`config.mk`:
```
export PLATFORM = sky130hd
export DESIGN_NAME = fetch_sequencer
export DESIGN_NICKNAME = d
export VERILOG_FILES = /design/src/rtl/cpu_pkg.sv /design/src/rtl/pc_reg.sv /design/src/rtl/fetch_sequencer.sv
export SDC_FILE = /design/constraint.sdc
export NUM_CORES = 1
export LEC_CHECK = 0
export CAP_MARGIN = 20
export CORE_MARGIN = 8
export CORE_UTILIZATION = 34
export CTS_CLUSTER_DIAMETER = 60
export DETAILED_ROUTE_END_ITERATION = 6
export MAX_ROUTING_LAYER = met4
export PLACE_DENSITY = 0.83
export SYNTH_ARGS = -nofsm -noshare
export SYNTH_HDL_FRONTEND = slang
export SYNTH_SLANG_ARGS = --single-unit
```
`constraint.sdc`:
```
create_clock -name clk -period 1.1 [get_ports clk]
set_input_delay 0.165 -clock clk [delete_from_list [all_inputs] [get_ports clk]]
set_output_delay 0.165 -clock clk [all_outputs]
set_load 0.02 [all_outputs]
```
`src/rtl/cpu_pkg.sv`:
```
// rtl/cpu_pkg.sv - shared state encoding, opcodes and widths for the accumulator CPU
package cpu_pkg;

  localparam int PC_W_DEFAULT = 8;

  typedef enum logic [1:0] {
    FETCH = 2'd0,
    LATCH = 2'd1,
    EXEC  = 2'd2,
    WB    = 2'd3
  } seq_state_t;

  localparam logic [2:0] OP_ACM  = 3'b000;
  localparam logic [2:0] OP_MOV  = 3'b001;
  localparam logic [2:0] OP_ADD  = 3'b010;
  localparam logic [2:0] OP_SUB  = 3'b011;
  localparam logic [2:0] OP_NAND = 3'b100;
  localparam logic [2:0] OP_BNZ  = 3'b101;
  localparam logic [2:0] OP_SW   = 3'b110;
  localparam logic [2:0] OP_LW   = 3'b111;

  // Opcodes whose EXEC cycle drives the accumulator onto the memory address
  function automatic logic is_mem_op(input logic [2:0] op);
    return (op == OP_SW) || (op == OP_LW);
  endfunction

endpackage

```
`src/rtl/pc_reg.sv`:
```
// rtl/pc_reg.sv - program counter register with branch load, increment and synchronous reset
module pc_reg
  import cpu_pkg::*;
#(
  parameter int              PC_W     = PC_W_DEFAULT,
  parameter logic [PC_W-1:0] RESET_PC = {PC_W{1'b0}}
) (
  input  logic            clk,
  input  logic            rst,
  input  logic            load,
  input  logic            inc,
  input  logic [PC_W-1:0] load_val,
  output logic [PC_W-1:0] pc
);

  localparam logic [PC_W-1:0] PC_ONE = {{(PC_W-1){1'b0}}, 1'b1};

  // Reset wins, then a taken branch, then the natural wrap-around increment
  always_ff @(posedge clk) begin
    if (rst) begin
      pc <= RESET_PC;
    end else if (load) begin
      pc <= load_val;
    end else if (inc) begin
      pc <= pc + PC_ONE;
    end
  end

endmodule

```
`src/rtl/fetch_sequencer.sv`:
```
// rtl/fetch_sequencer.sv - multi-cycle fetch/exec sequencer; optional FETCH_SINGLE_STEP_EN adds a step input
module fetch_sequencer
  import cpu_pkg::*;
#(
  parameter int              PC_W     = PC_W_DEFAULT,
  parameter logic [PC_W-1:0] RESET_PC = {PC_W{1'b0}}
) (
  input  logic            clk,
  input  logic            rst,
  input  logic            run,
`ifdef FETCH_SINGLE_STEP_EN
  input  logic            step,
`endif
  input  logic [7:0]      mem_rdata,
  input  logic            brnch,
  input  logic            br_taken,
  input  logic [PC_W-1:0] br_target,
  output logic [PC_W-1:0] pc,
  output logic [7:0]      ir,
  output logic [2:0]      opcode,
  output logic [4:0]      imm,
  output logic            sel_mem_in,
  output logic            exec_en,
  output logic            wb_en,
  output logic [1:0]      state
);

  seq_state_t cur_state;
  seq_state_t nxt_state;
  logic [7:0] ir_q;
  logic       fetch_go;
  logic       pc_load;
  logic       pc_inc;

`ifdef FETCH_SINGLE_STEP_EN
  assign fetch_go = run & step;
`else
  assign fetch_go = run;
`endif

  assign ir     = ir_q;
  assign opcode = ir_q[7:5];
  assign imm    = ir_q[4:0];
  assign state  = cur_state;

  // State register; reset always returns to FETCH
  always_ff @(posedge clk) begin
    if (rst) begin
      cur_state <= FETCH;
    end else begin
      cur_state <= nxt_state;
    end
  end

  // Instruction register captures the synchronous read issued during FETCH
  always_ff @(posedge clk) begin
    if (rst) begin
      ir_q <= 8'h00;
    end else if (cur_state == LATCH) begin
      ir_q <= mem_rdata;
    end
  end

  // Next state, memory mux select, write qualifiers and PC control
  always_comb begin
    nxt_state  = cur_state;
    sel_mem_in = 1'b0;
    exec_en    = 1'b0;
    wb_en      = 1'b0;
    pc_load    = 1'b0;
    pc_inc     = 1'b0;
    case (cur_state)
      FETCH: begin
        if (fetch_go) begin
          nxt_state = LATCH;
        end
      end
      LATCH: begin
        nxt_state = EXEC;
      end
      EXEC: begin
        sel_mem_in = is_mem_op(opcode);
        // Qualifiers drop during reset so a reset in EXEC never writes
        exec_en    = ~rst & (opcode != OP_LW);
        pc_load    = brnch & br_taken;
        pc_inc     = ~(brnch & br_taken);
        nxt_state  = (opcode == OP_LW) ? WB : FETCH;
      end
      WB: begin
        sel_mem_in = 1'b1;
        wb_en      = ~rst;
        nxt_state  = FETCH;
      end
      default: begin
        nxt_state = FETCH;
      end
    endcase
  end

  pc_reg #(
    .PC_W     (PC_W),
    .RESET_PC (RESET_PC)
  ) u_pc_reg (
    .clk      (clk),
    .rst      (rst),
    .load     (pc_load),
    .inc      (pc_inc),
    .load_val (br_target),
    .pc       (pc)
  );

endmodule

```
==> impl_metrics.toml <==
[routing]
vias_per_cell = 5.40
wl_mm = 3.88
drt-wirelength-per-cell_um = 17.1
firstDrtPassIters = 4
ant_nets = 0
drt_iter0_markers = 52
dr_total_vias = 1226
drc_errors = 0

[logic_synthesis]
yosysTopAreaCell = "dfxtp_1"
syn_nets = 144
synth_edf_count = 0
synth_area_um2 = 932
yosys_warnings = 0
syn_area_per_cell_um2 = 7.64
yosys-mux-area-fraction = 0
yosysTopAreaCellShare = 0.387
netlist_top_cells_count = "nand2_1 (24), dfxtp_1 (18), a21oi_1 (13)"
synthFlopType = "dfxtp_1"
netlist_instances = 122
yosysMostFrequentCell = "nand2_1"
synth-simple-area-share = 0.281
ys_types = 29
synth-adder-area-share = 0.0134
yosysSeqAreaShare = 0.387
synth_top_family_by_area = "simple AND/OR/NAND/NOR gates"
yosys-top-cells-area = "dfxtp_1 (39%), nand2_1 (9.7%), a21oi_1 (7.0%)"
async_reset_ff_frac = 0
synth.ff_latch_count = 18
synth_compound_area_frac = 0.228
synth_xor_area_frac = 0

[clock_network]
clock_sinks = 18
clk_pin_slew_worst_paths_ps = 110
numCtsBuffers = 3
cts_hold_buf = 0
cts_root_buffer = "clkbuf_4"
clk_path_buf_depth = 2
clkLatencyLatePin_ps = 300
htree_levels = 1
cts_tree = "built"

[worst_setup_path]
worstPathMaxFanout = 2
arrival_ps = 1310
startpoint_type = "flip-flop"
endpoint_kind = "output pin"
startpoint = "state[1]"
r2r_start = "state[0]"
r2r_cells = 6
reg2reg_slack_ps = -310
cp.required_ps = 940
endpoint = "exec_en"
crit_type = "flip-flop to output pin"
regToRegEndpoint = "u_pc_reg.pc[7]"

[timing]
fmax_mhz = 680
worst_hold_slack_ps = 409
drv_slew = 0
tightest_slew_ps = 310
worst_slack_ps = -371
setup_viol = 27
finalClockSkew_ps = 6.71
finalSetupTns_ps = -4280
hold_viol = 0
rsz0062_at_grt = "yes"
slew_headroom = 0.792
fin_crit_sh = 1.34
period_needed_ps = 1470

[placement]
post-dp-hpwl_mm = 2.62
finalWeightedCongestion = 0.907
io_buffers = 49

[hold_path]
worstHoldPathType = "primary input to flip-flop"

[finish]
layout-drive-gt1-share = 0.551
final_util = 0.679
fill_cells = 225
nets = 219
diodes = 0
area_growth_pct = 95.6

[floorplanning]
die_height_um = 68.4
initial_utilization = 0.347
die_w_um = 68.4
num_rows = 19
die_area_um2 = 4670
ios = 50
core_area_um2 = 2690

[global_routing]
grt_max_degree = 19
grt_pass1_vias = 1230
grt_overflow = 0
antenna_found_initial = 0
grt_pass1_wl_mm = 5.64
track_usage = 0.161

[run_status]
run_status = "finished, violations left"
violations = "negative setup slack"

[power_and_ir_drop]
powerDensity_nw_per_um2 = 848
ir_drop_mv = 0.733
leakage_nw = 0.773

[run]
maxCapViolCount = 0
==> report_power, final <==
part | switching, W | internal [W] | total [W] | leakage, nW
Combinational | 0.000206 | 0.000236 | 0.000442 | 0.598
Clock | 0.000211 | 0.000202 | 0.000413 | 0.0210
Sequential | 0.0000268 | 0.000665 | 0.000691 | 0.154
==> worst min-delay path by stage <==
stage	start	to	depth (start not counted)
after floorplan	mem_rdata[0]	ir[0]	2
after global placement	ir[0]	ir[0]	2
after detailed placement	ir[4]	ir[4]	2
after CTS	mem_rdata[4]	ir[4]	3
after global routing	mem_rdata[4]	ir[4]	3
final	mem_rdata[4]	ir[4]	3
==> critical path: stages, from the launching register on <==
cell	delay (ps)
dfxtp_4	350
or2b_4	270
a311oi_4	220
buf_6	160
==> cell usage in the layout (no fill, tap or decap), types with 3 or more instances in the layout <==
master / synthesis / layout
clkbuf_4: 0 / 3
dfxtp_2: 0 / 3
nand3_1: 4 / 3
dfxtp_1: 18 / 7
a21oi_1: 13 / 8
nor3_1: 3 / 3
nor2_1: 9 / 8
nand2_1: 24 / 17
nand2_2: 0 / 7
o21ai_1: 0 / 3
and3_1: 4 / 3
clkdlybuf4s50_1: 0 / 19
buf_2: 2 / 18
buf_4: 8 / 22
dfxtp_4: 0 / 8
buf_6: 0 / 23
nor2b_4: 0 / 3
a21oi_2: 0 / 4
==> metrics by stage <==
stage          cells  instance area [um2]  power, W  setup WS (ps)
2_1_floorplan    122                  996  0.000870          -74.5
3_3_place_gp     212                 1620   0.00106           -660
3_5_place_dp     212                 1620   0.00107           -691
4_1_cts          221                 1730   0.00151           -378
5_1_grt          227                 1820   0.00162           -423
6_report         227                 1820   0.00155           -371
==> timing repair <==
action                     CTS  global route
pin swaps                   17             5
cloned                       1             0
setup endpoints to repair   45            33
setup buffers                4             8
resized for setup          167            28
==> kinds of logic (layout without fill, tap and decap cells) <==
logic type,Yosys count,after routing
flops,18,18
simple gates,55,55
buf+inv,14,88
fa+ha+maj,1,1
compound gates,34,34
==> routing by layer <==
metal / wire length, um / GRT usage / vias up
li1: - / - / 576
met5: 0 / - / -
met1: 1580 / 0.173 / 570
met4: 98 / 0.0486 / 0
met2: 1950 / 0.290 / 68
met3: 254 / 0.0344 / 12
==> layout make-up <==
type                       count  area, um2  area share
timing repair buffer          84        728       0.399
multi-input combinational     90        626       0.343
tap                           31       38.8      0.0213
sequential                    18        394       0.216
clock buffer                   4       36.3      0.0199
Power figures use the tool's default switching activity.
